$ cat src/rtl/muldiv_pkg.sv
// Shared types and constants for the RV32M multiply/divide unit.
// Divider support is compiled in only when MULDIV_DIV_EN is defined.
package muldiv_pkg;

    localparam int MUL_ITERS = 17;
    localparam int DIV_ITERS = 32;

    localparam logic [31:0] DIV0_Q = 32'hFFFF_FFFF;
    localparam logic [31:0] OVF_Q  = 32'h8000_0000;

    typedef enum logic [2:0] {
        OP_MUL    = 3'b000,
        OP_MULH   = 3'b001,
        OP_MULHSU = 3'b010,
        OP_MULHU  = 3'b011,
        OP_DIV    = 3'b100,
        OP_DIVU   = 3'b101,
        OP_REM    = 3'b110,
        OP_REMU   = 3'b111
    } muldiv_op_e;

    typedef enum logic [1:0] {
        ST_IDLE,
        ST_MUL,
        ST_DIV,
        ST_DONE
    } muldiv_state_e;

    typedef enum logic [2:0] {
        PP_ZERO,
        PP_POS1,
        PP_NEG1,
        PP_POS2,
        PP_NEG2
    } booth_sel_e;

endpackage

$ cat src/rtl/muldiv_if.sv
// Request/response bundle between the EXE stage (master) and muldiv_unit (slave).
interface muldiv_if #(
    parameter int XLEN = 32
);
    logic            start;
    logic            kill;
    logic [2:0]      op;
    logic [XLEN-1:0] rs1;
    logic [XLEN-1:0] rs2;
    logic [4:0]      waddr_in;
    logic            busy;
    logic            ready;
    logic [XLEN-1:0] result;
    logic [4:0]      waddr_out;

    modport master (
        output start, kill, op, rs1, rs2, waddr_in,
        input  busy, ready, result, waddr_out
    );

    modport slave (
        input  start, kill, op, rs1, rs2, waddr_in,
        output busy, ready, result, waddr_out
    );
endinterface

$ cat src/rtl/muldiv_booth_r4_enc.sv
// Radix-4 Booth recoder: maps a 3-bit multiplier window to a partial-product select.
module booth_r4_enc
    import muldiv_pkg::*;
(
    input  logic [2:0] window,
    output booth_sel_e sel
);

    always_comb begin
        sel = PP_ZERO;
        case (window)
            3'b001, 3'b010: sel = PP_POS1;
            3'b011:         sel = PP_POS2;
            3'b100:         sel = PP_NEG2;
            3'b101, 3'b110: sel = PP_NEG1;
            default:        sel = PP_ZERO;
        endcase
    end

endmodule

$ cat src/rtl/muldiv_unit.sv
// Multi-cycle RV32M execute unit: radix-4 Booth multiplier plus a restoring divider
// that is compiled in only when MULDIV_DIV_EN is defined.
module muldiv_unit
    import muldiv_pkg::*;
#(
    parameter int XLEN = 32
) (
    input  logic     clk,
    input  logic     rst,
    muldiv_if.slave  bus
);

    localparam int MW = XLEN + 2;
    localparam int PW = 2 * MW;

    muldiv_state_e   state_q, state_d;
    muldiv_op_e      op_q;
    logic [4:0]      cnt_q;
    logic            busy_q, ready_q;
    logic [XLEN-1:0] result_q;
    logic [4:0]      waddr_q;

    logic [MW-1:0]   mcand_q;
    logic [MW:0]     mplr_q;
    logic [PW-1:0]   prod_q;

    logic            accept, is_mul;
    logic [MW-1:0]   mcand_in;
    logic [MW:0]     mplr_in;
    logic [2:0]      window;
    booth_sel_e      pp_sel;
    logic [PW-1:0]   mcand_ext, pp, prod_d;
    logic [XLEN-1:0] mul_res;

    assign accept = (state_q == ST_IDLE) && bus.start && !bus.kill;
    assign is_mul = !bus.op[2];

    // MULHU keeps rs1 unsigned; only MUL/MULH (op[1]=0) treat rs2 as signed.
    assign mcand_in = {{2{(bus.op != OP_MULHU) & bus.rs1[XLEN-1]}}, bus.rs1};
    assign mplr_in  = {{2{~bus.op[1] & bus.rs2[XLEN-1]}}, bus.rs2, 1'b0};

    assign window = mplr_q[{cnt_q, 1'b0} +: 3];

    booth_r4_enc u_enc (
        .window (window),
        .sel    (pp_sel)
    );

    always_comb begin
        mcand_ext = {{(PW-MW){mcand_q[MW-1]}}, mcand_q};
        pp        = '0;
        case (pp_sel)
            PP_POS1: pp = mcand_ext;
            PP_NEG1: pp = -mcand_ext;
            PP_POS2: pp = mcand_ext << 1;
            PP_NEG2: pp = -(mcand_ext << 1);
            default: pp = '0;
        endcase
        prod_d  = prod_q + (pp << {cnt_q, 1'b0});
        mul_res = (op_q == OP_MUL) ? prod_d[XLEN-1:0] : prod_d[2*XLEN-1:XLEN];
    end

`ifdef MULDIV_DIV_EN
    logic            signed_div, div0, ovf;
    logic [XLEN-1:0] special_res, dvd_mag, dvs_mag;
    logic [XLEN-1:0] quo_q, rem_q, dvs_q, quo_d, rem_d, div_res;
    logic            neg_quo_q, neg_rem_q;
    logic [XLEN:0]   sh;
    logic            ge;

    assign signed_div = bus.op[2] & ~bus.op[0];
    assign div0       = (bus.rs2 == '0);
    assign ovf        = signed_div && (bus.rs1 == OVF_Q) && (&bus.rs2);

    // op[1] distinguishes REM/REMU from DIV/DIVU in both special and normal results.
    always_comb begin
        special_res = '0;
        if (div0)
            special_res = bus.op[1] ? bus.rs1 : DIV0_Q;
        else
            special_res = bus.op[1] ? '0 : OVF_Q;
        dvd_mag = (signed_div && bus.rs1[XLEN-1]) ? -bus.rs1 : bus.rs1;
        dvs_mag = (signed_div && bus.rs2[XLEN-1]) ? -bus.rs2 : bus.rs2;
        sh      = {rem_q, quo_q[XLEN-1]};
        ge      = (sh >= {1'b0, dvs_q});
        rem_d   = ge ? (sh[XLEN-1:0] - dvs_q) : sh[XLEN-1:0];
        quo_d   = {quo_q[XLEN-2:0], ge};
        div_res = op_q[1] ? (neg_rem_q ? -rem_d : rem_d)
                          : (neg_quo_q ? -quo_d : quo_d);
    end
`endif

    always_comb begin
        state_d = state_q;
        case (state_q)
            ST_IDLE: begin
                if (accept) begin
                    if (is_mul)
                        state_d = ST_MUL;
`ifdef MULDIV_DIV_EN
                    else if (div0 || ovf)
                        state_d = ST_DONE;
                    else
                        state_d = ST_DIV;
`else
                    else
                        state_d = ST_DONE;
`endif
                end
            end
            ST_MUL:  if (cnt_q == 5'(MUL_ITERS - 1)) state_d = ST_DONE;
`ifdef MULDIV_DIV_EN
            ST_DIV:  if (cnt_q == 5'(DIV_ITERS - 1)) state_d = ST_DONE;
`endif
            ST_DONE: state_d = ST_IDLE;
            default: state_d = ST_IDLE;
        endcase
        if (bus.kill)
            state_d = ST_IDLE;
    end

    // Results load only on the way into DONE, so a kill leaves result untouched.
    always_ff @(posedge clk) begin
        if (rst) begin
            state_q   <= ST_IDLE;
            op_q      <= OP_MUL;
            cnt_q     <= '0;
            busy_q    <= 1'b0;
            ready_q   <= 1'b0;
            result_q  <= '0;
            waddr_q   <= '0;
            mcand_q   <= '0;
            mplr_q    <= '0;
            prod_q    <= '0;
`ifdef MULDIV_DIV_EN
            quo_q     <= '0;
            rem_q     <= '0;
            dvs_q     <= '0;
            neg_quo_q <= 1'b0;
            neg_rem_q <= 1'b0;
`endif
        end else begin
            state_q <= state_d;
            busy_q  <= (state_d != ST_IDLE);
            ready_q <= (state_d == ST_DONE);
            case (state_q)
                ST_IDLE: begin
                    if (accept) begin
                        op_q    <= muldiv_op_e'(bus.op);
                        waddr_q <= bus.waddr_in;
                        cnt_q   <= '0;
                        prod_q  <= '0;
                        mcand_q <= mcand_in;
                        mplr_q  <= mplr_in;
`ifdef MULDIV_DIV_EN
                        quo_q     <= dvd_mag;
                        rem_q     <= '0;
                        dvs_q     <= dvs_mag;
                        neg_quo_q <= signed_div & (bus.rs1[XLEN-1] ^ bus.rs2[XLEN-1]);
                        neg_rem_q <= signed_div & bus.rs1[XLEN-1];
                        if (state_d == ST_DONE) result_q <= special_res;
`else
                        if (state_d == ST_DONE) result_q <= '0;
`endif
                    end
                end
                ST_MUL: begin
                    cnt_q  <= cnt_q + 5'd1;
                    prod_q <= prod_d;
                    if (state_d == ST_DONE) result_q <= mul_res;
                end
`ifdef MULDIV_DIV_EN
                ST_DIV: begin
                    cnt_q <= cnt_q + 5'd1;
                    quo_q <= quo_d;
                    rem_q <= rem_d;
                    if (state_d == ST_DONE) result_q <= div_res;
                end
`endif
                default: ;
            endcase
        end
    end

    assign bus.busy      = busy_q;
    assign bus.ready     = ready_q;
    assign bus.result    = result_q;
    assign bus.waddr_out = waddr_q;

endmodule

$ cat src/flat_wrapper.sv
// flat-port wrapper written by rule: the top's interface ports become plain ports
module muldiv_unit_flat import muldiv_pkg::*;
#(
    parameter int XLEN = 32
)
  (clk, rst, bus_start, bus_kill, bus_op, bus_rs1, bus_rs2, bus_waddr_in, bus_busy, bus_ready, bus_result, bus_waddr_out);
  muldiv_if #(.XLEN(XLEN)) bus_i ();
  input  logic clk;
  input  logic rst;
  input wire logic [$bits(bus_i.start)-1:0] bus_start;
  input wire logic [$bits(bus_i.kill)-1:0] bus_kill;
  input wire logic [$bits(bus_i.op)-1:0] bus_op;
  input wire logic [$bits(bus_i.rs1)-1:0] bus_rs1;
  input wire logic [$bits(bus_i.rs2)-1:0] bus_rs2;
  input wire logic [$bits(bus_i.waddr_in)-1:0] bus_waddr_in;
  output wire logic [$bits(bus_i.busy)-1:0] bus_busy;
  output wire logic [$bits(bus_i.ready)-1:0] bus_ready;
  output wire logic [$bits(bus_i.result)-1:0] bus_result;
  output wire logic [$bits(bus_i.waddr_out)-1:0] bus_waddr_out;
  assign bus_i.start = bus_start;
  assign bus_i.kill = bus_kill;
  assign bus_i.op = bus_op;
  assign bus_i.rs1 = bus_rs1;
  assign bus_i.rs2 = bus_rs2;
  assign bus_i.waddr_in = bus_waddr_in;
  assign bus_busy = bus_i.busy;
  assign bus_ready = bus_i.ready;
  assign bus_result = bus_i.result;
  assign bus_waddr_out = bus_i.waddr_out;
  muldiv_unit #(.XLEN(XLEN)) u_core (.clk(clk), .rst(rst), .bus(bus_i));
endmodule
$ cat config.mk
export PLATFORM = sky130hd
export DESIGN_NAME = muldiv_unit_flat
export DESIGN_NICKNAME = d
export VERILOG_FILES = /design/src/rtl/muldiv_pkg.sv /design/src/rtl/muldiv_if.sv /design/src/rtl/muldiv_booth_r4_enc.sv /design/src/rtl/muldiv_unit.sv /design/src/flat_wrapper.sv
export SDC_FILE = /design/constraint.sdc
export NUM_CORES = 1
export LEC_CHECK = 0
export CAP_MARGIN = 10
export CORE_UTILIZATION = 60
export CTS_BUF_LIST = sky130_fd_sc_hd__clkbuf_8
export CTS_CLUSTER_DIAMETER = 80
export DETAILED_ROUTE_END_ITERATION = 10
export PLACE_DENSITY = 0.82
export RECOVER_POWER = 25
export SLEW_MARGIN = 20
export SYNTH_ARGS = -nofsm -noshare
export SYNTH_HDL_FRONTEND = slang
export SYNTH_SLANG_ARGS = --single-unit
$ cat constraint.sdc
create_clock -name clk -period 16.2 [get_ports clk]
set_input_delay 3.24 -clock clk [delete_from_list [all_inputs] [get_ports clk]]
set_output_delay 3.24 -clock clk [all_outputs]
set_load 0.005 [all_outputs]
---- Word level (Yosys, flattened, before mapping) ----
Cells that the tools add are included.
storage, ports and cells
  register bits ........................... 183
  word-level logic and storage cells ...... 64
  input bits .............................. 76
  output and inout bits ................... 39
operators by class
  shifts and indexed selects .............. 2
  bitwise operators ....................... 3
  equal/unequal tests ..................... 17
  multiplexer cells ....................... 16
  add/subtract/negate cells ............... 4
  reductions and logical operators ........ 12
operators with widths
  operator                                               count
  one-hot mux 68 bit (4 select lines)                    1
  negator 68 bit                                         2
  one-hot mux 68 bit (2 select lines)                    1
  2-to-1 mux 32 bit                                      4
  adder 68 bit                                           1
  2-to-1 mux 68 bit                                      1
  << shifter 68 x 6 -> 68 bit                            1
  one-hot mux 32 bit (2 select lines)                    1
  variable part select 35 x 7 -> 3 bit                   1
  equality test 3 x 2 -> 1 bit, second input constant    4
  equality test 3 bit, second input constant             4
  one-hot mux 3 bit (4 select lines)                     1
  one-hot mux 5 bit (2 select lines)                     1
  2-to-1 mux 2 bit                                       4
  equality test 3 x 1 -> 1 bit, second input constant    2
  adder 5 x 1 -> 5 bit, second input constant            1
  equality test 5 bit, second input constant             1
  2-to-1 mux 5 bit                                       1
  inequality test 2 x 1 -> 1 bit, second input constant  2
  one-hot mux 2 bit (2 select lines)                     1
  AND reduction 2 bit                                    2
  AND reduction 4 bit                                    1
  nonzero test 2 bit                                     2
  OR reduction 2 bit                                     2
  10 further kinds                                       12

---- Logic depth before layout (Yosys ltp) ----
Gate-level depths: netlist of run 1.
  depth after elaboration ................. 11
  gate-level depth with buffers ........... 32
  depth with buffers taken out ............ 27

---- Modules after synthesis ----
From an unflattened synthesis of run 1, not the netlist that was laid out.
unflattened totals
  cell total of the unflattened synthesis .. 2,115
  area, all modules ....................... 15,049.4 um^2
by module, submodules not included
  module        sequential area each (um^2)  times used  cells each  area an instance (um^2)
  muldiv_unit   3,583.4                      1           2,109       15,013.1
  booth_r4_enc  0.0                          1           6           36.3

---- Worst setup path after synthesis of run 1 ----
Ideal clock, no wire load.
  path kind ............................... register to register
  start ................................... register u_core.cnt_q[1]
  end ..................................... register u_core.result_q[26], in the netlist u_core.bus.result[26]
  period minus slack after synthesis ...... 6,282 ps
  arrival ................................. 6,220 ps
  cell stages (with the launch flop) ...... 29
  buffers on the path ..................... 5
  required time ........................... 16,138 ps
  slack ................................... 9,918 ps
  library setup time ...................... 62 ps
  cell sequence ........................... dfxtp_1 -> buf_2 -> buf_2 -> mux2i_1 -> mux4_2 -> or3_1 -> and3_1 -> clkbuf_1 -> buf_2 -> xnor2_1 -> buf_2 -> o221ai_1 -> mux4_2 -> o21ai_0 -> o22a_1 -> nor2_1 -> ha_1 -> a21o_1 -> a21o_1 -> a21oi_1 -> o21ai_0 -> a221o_1 -> o311ai_0 -> nor2b_1 -> o311ai_0 -> nand2_1 -> o21bai_1 -> or3_1 -> nand3_1
between the ends
  cells in the longest elaborated chain, start to end .. 11
  elaborated cells on any way between the ends .. 28
  classes of those cells .................. add/sub: 1; eq/ne: 14; shift: 2; mux: 8; reduce/logical: 3
ends and longest elaborated chain
  item                                               RTL line                   source
  start: declaration                                 muldiv_unit.sv:18          logic [4:0] cnt_q;
  start signal: assignment                           muldiv_unit.sv:168         cnt_q <= cnt_q + 5'd1;
  variable part select 35 x 7 -> 3 bit               muldiv_unit.sv:42          assign window = mplr_q[{cnt_q, 1'b0} +: 3];
  equality test 3 bit, or another cell as far along  muldiv_booth_r4_enc.sv:11  case (window)
  OR reduction 2 bit                                 muldiv_booth_r4_enc.sv:11
  one-hot mux 3 bit (4 select lines)                 muldiv_booth_r4_enc.sv:11
  equality test 3 bit, or another cell as far along  muldiv_unit.sv:52          case (pp_sel)
  one-hot mux 68 bit (4 select lines)                muldiv_unit.sv:52
  << shifter 68 x 6 -> 68 bit                        muldiv_unit.sv:59          prod_d = prod_q + (pp << {cnt_q, 1'b0});
  adder 68 bit                                       muldiv_unit.sv:59
  2-to-1 mux 32 bit                                  muldiv_unit.sv:60          mul_res = (op_q == OP_MUL) ? prod_d[XLEN-1:0] : prod_d[2*XLEN-1:XLEN];
  2-to-1 mux 32 bit                                  muldiv_unit.sv:170         if (state_d == ST_DONE) result_q <= mul_res;
  one-hot mux 32 bit (2 select lines)                muldiv_unit.sv:146         case (state_q)
  end signal: assignment                             muldiv_unit.sv:170
  end: declaration                                   muldiv_unit.sv:20          logic [XLEN-1:0] result_q;
Several ways; a longest one is shown, not always the timed one. The select of a mux whose other input is x is not followed.
A chain may end at the register's enable or synchronous reset.

---- Worst setup path in the final report of run 1 ----
  start ................................... register u_core.cnt_q[2]
  end ..................................... register u_core.result_q[20], in the netlist u_core.bus.result[20]
The elaborated chain is that of the path after synthesis.

==> run metrics, run 1 <==
initial antenna violation count=1; routed via count=about 16000; Tot Pwr=between 1 and 1.5 mW; Max IR drop VDD=approximately 0.000043 V; startpoint class of the critical path=register; row count=56; Routed Antenna Nets=0; failing checks=max-capacitance violations, max-slew violations; status=finished with violations; number of H-tree levels=4; Net Count, Synth=2152; CTS sink count=about 180; hold path start=u_core.bus.waddr_out[1]; RSZ-0062 raised after global routing=false; FF-to-FF Start=u_core.cnt_q[2]; Final HPWL DP=38280 um; Primary FF master, synth=dfxtp_1; Setup Fix Bufs, Post-CTS=0; post-synthesis cell area=about 15000 um2; number of distinct library cells after synthesis=82; drt pass-1 iters=8; Gate power share=33.1%; Area Overhead vs Synth=10.80%; Final Cycle Share=around 56%; most common cell after layout, fill and taps aside=nand2_1; io pins=115; die area=24920 um2; register area share after synthesis=24.59%; routability cong.=1.055; share of cells above drive strength 1=under 10%; commonest cells after routing, fill and taps aside=nand2_1, a21oi_1, dfxtp_1, nor2_1, o21ai_0; yosys warns=0; GR Overflow Total=0; # hold bufs at CTS=0; Die Ht=157.8 um; drt via density=6.713; final critical-path required period=8.994 ns; max_cap viols=2; fmax=111.2 MHz; Setup crit start=u_core.cnt_q[2]; vias in the first global route=14540; clk buf depth=2; CP Class=register to register; Slew Viols, Final=~130; post-synthesis register bit count=179; CP arrival=9.25 ns; GRT Util Overall=42.24%; drt initial violations=2032; Post-synth EDFFs=0; remaining routing DRC violations=0; PostCTS Resize Cnt=0; Seq pwr share=between 30% and 40%; CTS Buf Count=17; nets=2156; worst skew pair latency=approximately 0.52 ns; skew final=0.02535 ns; crit path max fanout=49; wire per inst=22.17 um; final wirelength=51970 um; TritonCTS clock tree=built; first-pass GRT wire length=a little over 80000 um; gate count of the mapped netlist=about 2000; worst hold path type=register to register; LEAKAGE=6.604 nW; Reg clk slew, reported paths=around 0.12 ns; Switching Power=between 0.5 and 0.6 mW; clock share of power=between 20 and 30%; CP required=16.45 ns; initial core utilization=61.72%; Worst setup EP type=register; PwrDens=75.65 nW/um2; largest net degree at the start of global routing=82; Post-Route Setup TNS=0 ns; slew margin rel.=-153.8%; I/O Buffers=about 110; Synth async-reset ratio=0%; Int Power=0.7175 mW; final setup fails=0; switching share of power=approximately two fifths; Die X=approximately 160 um; Slew @ Worst Pin=3.807 ns; clock root buffer=clkbuf_8; Avg Inst Size Synth=7.261 um2; core area=23610 um2; endpoints failing hold=0
## stage by stage
step                hold slack (ns)  util, %  instance area [um2]  setup slack (ns)  std cells
floorplan                    0.4318        -                14570             9.918       2007
global placement             0.4366    66.57                15720             7.861       2311
detailed placement           0.4452    66.57                15720             7.794       2311
CTS                          0.4639    68.42                16160             7.714       2343
global route                 0.4852    68.37                16140             6.883       2343
finish                       0.4608    68.38                16150             7.206       2344
## final cells by class
class | instances | area [um2]
clock inverter | 15 | 201.4
inverter | 39 | 146.4
clock buffer | 17 | 234.0
antenna | 1 | 2.502
timing repair buffer | 140 | 1323
multi-input combinational | 1634 | 10250
tap | 319 | 399.1
fill | 2142 | 7466
sequential | 179 | 3586
## kinds of logic (layout without fill, tap and decap cells)
kind of cell	Yosys count	after routing	synth area share (%)
mux	112	112	8.509
flops	179	179	24.59
compound gates	651	651	27.92
simple gates	708	708	22.14
fa+ha+maj	69	69	5.976
xor+xnor	94	94	5.650
buf+inv	194	211	5.212
other cells	0	1	0
## final timing paths
kind	end	slack (ns)	depth (start not counted)
worst max register to register	u_core.bus.result[20]	7.21	25
worst min-delay path	u_core.bus.waddr_out[1]	0.46	2
worst min register to register	u_core.bus.waddr_out[1]	0.46	2
worst max-delay path	u_core.bus.result[20]	7.21	25
## power by group through the flow
stage               clock network [mW]  logic [mW]  registers (mW)
floorplan                            0       0.266           0.471
global placement                     0       0.382           0.477
detailed placement                   0       0.386           0.477
CTS                              0.348       0.388           0.467
global route                     0.365       0.431           0.470
finish                           0.349       0.405           0.468
## sequential cells by signal, summed over array words and instances, names as in the netlist
signal                cells
u_core.state_q            2
u_core.mplr_q            33
u_core.bus.busy           1
u_core.bus.waddr_out      5
u_core.op_q               3
u_core.cnt_q              5
u_core.bus.ready          1
u_core.mcand_q           33
u_core.bus.result        32
u_core.prod_q            64
## layer usage
metal  up-vias  part of all wire, %  global-route usage, %
met4         2                  6.6                  26.95
met2       942                   44                  66.21
li1       7285                    -                      -
met5         -                0.021                      0
met3       205                  9.9                  9.745
met1      7301                   39                  52.05
## cells in the mapped netlist, types with 11 or more instances
cell type / count / area [um2]
clkbuf_1: 118 / 442.9
and2_1: 17 / 106.4
o22ai_1: 36 / 225.2
nor2b_1: 17 / 106.4
dfxtp_1: 179 / 3583
and3_1: 13 / 81.33
a31oi_1: 23 / 143.9
a21o_1: 44 / 330.3
inv_1: 36 / 135.1
a21oi_1: 252 / 1261
mux2_2: 12 / 135.1
xnor2_1: 56 / 490.5
buf_1: 19 / 71.32
nor3_1: 45 / 225.2
nor2_1: 162 / 608.1
nor3b_1: 15 / 112.6
a221o_1: 17 / 170.2
or3_1: 16 / 100.1
nand2b_1: 13 / 81.33
xor2_1: 38 / 332.8
a22o_1: 19 / 166.4
nand3_1: 69 / 345.3
nand4_1: 17 / 106.4
ha_1: 68 / 850.8
o21a_1: 16 / 120.1
a211oi_1: 17 / 127.6
o21ai_0: 111 / 555.5
nand2_1: 290 / 1089
mux2i_1: 91 / 910.9
a221oi_1: 11 / 96.34
a22oi_1: 21 / 157.7
o21bai_1: 12 / 90.09
buf_2: 15 / 75.07
## worst max-delay path, stage by stage (launching register included)
cell and delay (ns):
dfxtp_1 0.33, buf_4 0.44, inv_2 0.38, nor2_1 0.48, a41o_1 0.59, a211o_1 0.82
nor2_1 0.19, o21ai_0 0.24, o221ai_1 0.25, mux4_2 0.57, o21ai_0 0.40, o22a_1 0.23
nor2_1 0.08, ha_1 0.37, a21o_1 0.19, a21o_1 0.16, a21oi_1 0.12, o21ai_0 0.11
a221o_1 0.38, o311ai_0 1.04, o21ai_0 0.49, a31oi_1 0.31, xor2_1 0.23, mux2i_1 0.11
a22oi_1 0.16, nor2_1 0.05
(Power assumes the default switching activity.)
==> run 2, diff against run 1 <==
- CORE_UTILIZATION: 60 -> 56
- PLACE_DENSITY: 0.82 -> 0.8
- clock period: 16.2 -> 7.9 ns (I/O delays scaled with it)
==> run 2 against run 1 <==
Effect of this change: the run still ends with max-capacitance violations, max-slew violations left; die area rose by 7.1%; non-clock buffer count is 16 higher; sequential share of layout area shrank 0.21 points; setup slack got worse by 6.9 ns; via count shrank 0.58%; sequential power rose by 110%; critical path type unchanged; critical endpoint is now u_core.bus.result[23]; largest power group unchanged; highest routed layer unchanged.
==> run metrics, run 2 (synthesis results as in run 1) <==
Slew @ Worst Pin=4.001 ns (+0.1940 ns); worst skew pair latency=0.51 ns (about the same); Worst setup EP type=register; initial antenna violation count=3 (+2); Top cell by count, worst path=a21oi_1; I/O Buffers=114 (unchanged); wire per inst=21.81 um (-1.6%); Top Metal Used=met5; fmax=131.8 MHz (+19%); GRT Util Overall=38.84% (-3.4 points); CP arrival=7.88 ns (-1.37 ns); CP Class=register to register; core area=25330 um2 (+7.3%); final wirelength=51690 um (-0.54%); clock root buffer=clkbuf_8; Worst Hold Path Cells=2 (unchanged); final setup fails=0 (unchanged); io pins=115 (unchanged); Area Overhead vs Synth=11.84%; wire length on met2=23180 um (+1.2%); M1 wire length=21210 um (+3.6%); initial core utilization=57.54% (-4.2 points); fin util=64.35% (-4.0 points); CTS sink count=179 (unchanged); LEAKAGE=6.694 nW (+1.4%); crit path max fanout=30 (-39%); Die X=163.3 um (+3.5%); TritonCTS clock tree=built; hold path start=u_core.bus.waddr_out[3]; vias in the first global route=14320 (-1.5%); share of cells above drive strength 1=5.980% (+0.94 points); fillers=2312 (+7.9%); remaining routing DRC violations=0 (unchanged); slew margin rel.=-166.8% (-13 points); CTS Buf Count=17 (unchanged); Final Cycle Share=96.01% (+40 points); number of H-tree levels=4 (unchanged); critical path's largest stage delay=0.58 ns (-0.46 ns); max reg flops=64 (unchanged); first-pass GRT wire length=80390 um (-0.80%); routability cong.=1.060 (+0.48%); FF-to-FF Start=u_core.cnt_q[1]; startpoint class of the critical path=register; Slew Viols, Final=150 (+13%); drt pass-1 iters=6 (-2); met3 routed WL=4571 um (-11%); CP max stage cell=dfxtp_2; Tot Pwr=2.470 mW (+100%); FF-to-FF setup slack=0.32 ns (-6.89 ns); Routed Antenna Nets=0 (unchanged); Worst R2R End=u_core.bus.result[23]; die area=26670 um2 (+7.1%); drt via density=6.600 (-1.7%); most common cell after layout, fill and taps aside=nand2_1; max_cap viols=2 (unchanged); GR Overflow Total=0 (unchanged); CP required=8.20 ns (-8.25 ns); register name with the most flops=u_core.prod_q; final critical-path required period=7.585 ns (-1.409 ns); row count=58 (+3.6%); worst hold path type=register to register; R2R depth=27 (+8.0%); drt initial violations=1921 (-5.5%); Post-Route Setup TNS=0 ns (unchanged); number of diodes=0 (-1); RSZ-0062 raised after global routing=false; commonest cells after routing, fill and taps aside=nand2_1, a21oi_1, dfxtp_1, nor2_1, o21ai_0; Fin Hold WS=0.4578 ns (-0.003031 ns); skew final=0.03191 ns (+0.006561 ns); largest net degree at the start of global routing=95 (+16%); Final HPWL DP=39000 um (+1.9%); status=finished with violations; clk buf depth=2 (unchanged); PwrDens=151.5 nW/um2 (+100%); Die Ht=163.3 um (+3.5%); endpoints failing hold=0 (unchanged); dpl cells=2338 (+1.2%); failing checks=max-capacitance violations, max-slew violations; Worst Hold Endpoint=u_core.bus.waddr_out[3]; Reg clk slew, reported paths=0.13 ns (about the same); non-filler instance count after layout=2370 (+1.1%); Max IR drop VDD=0.0001041 V (+140%); biggest regs=u_core.prod_q x64, u_core.mcand_q x33, u_core.mplr_q x33; nets=2172 (+0.74%); routed via count=15640 (-0.58%)
-- run 2: layout make-up --
cell class / count / area, um2 / area share (%)
inverter: 39 / 146.4 / 0.8982
clock inverter: 15 / 180.2 / 1.105
multi-input combinational: 1634 / 10290 / 63.15
tap: 330 / 412.9 / 2.533
sequential: 179 / 3586 / 22.00
clock buffer: 17 / 234.0 / 1.436
timing repair buffer: 156 / 1446 / 8.875
-- run 2: worst max path at each step --
stage	startpoint	to	slack [ns]	cells after the start
CTS	u_core.cnt_q[1]	u_core.bus.result[23]	0.42	26
detailed placement	u_core.cnt_q[1]	u_core.bus.result[20]	0.45	27
finish	u_core.cnt_q[1]	u_core.bus.result[23]	0.32	27
global route	u_core.cnt_q[1]	u_core.prod_q[63]	0.04	26
global placement	u_core.cnt_q[1]	u_core.bus.result[20]	0.42	26
floorplan	u_core.cnt_q[1]	u_core.bus.result[26]	1.62	28
-- run 2: what timing repair did --
action | 4_1_cts | 5_1_grt
endpoints found under the setup margin | 0 | 15
resized for setup | 0 | 6
hold buffers | 0 | 0
buffers inserted | 0 | 0
-- run 2: stage by stage --
step           area [um2]  setup WS [ns]
2_1_floorplan       14570          1.618
3_3_place_gp        15850         0.4213
3_5_place_dp        15850         0.4459
4_1_cts             16270         0.4206
5_1_grt             16300        0.03613
6_report            16300         0.3155
-- run 2: layer usage --
layer	track usage, %	vias to the layer above
li1	-	7321
met4	19.75	6
met3	7.390	161
met1	49.62	7294
met2	62.04	861
met5	0	-
-- run 2: worst max-delay path: cells and delay by family, from the launching register on --
family | cells | cell delay (ns)
adders and majority gates | 1 | 0.28
xor gates and xnor gates | 2 | 0.78
AOI/OAI and AO/OA | 16 | 3.62
DFF | 1 | 0.58
buffers and inverters | 2 | 0.69
and+or+nand+nor | 6 | 1.42
-- run 2: power by group --
part | internal [mW] | total, mW | switching [mW]
Combinational | 0.298 | 0.830 | 0.532
Sequential | 0.930 | 0.961 | 0.0319
Clock | 0.243 | 0.678 | 0.435
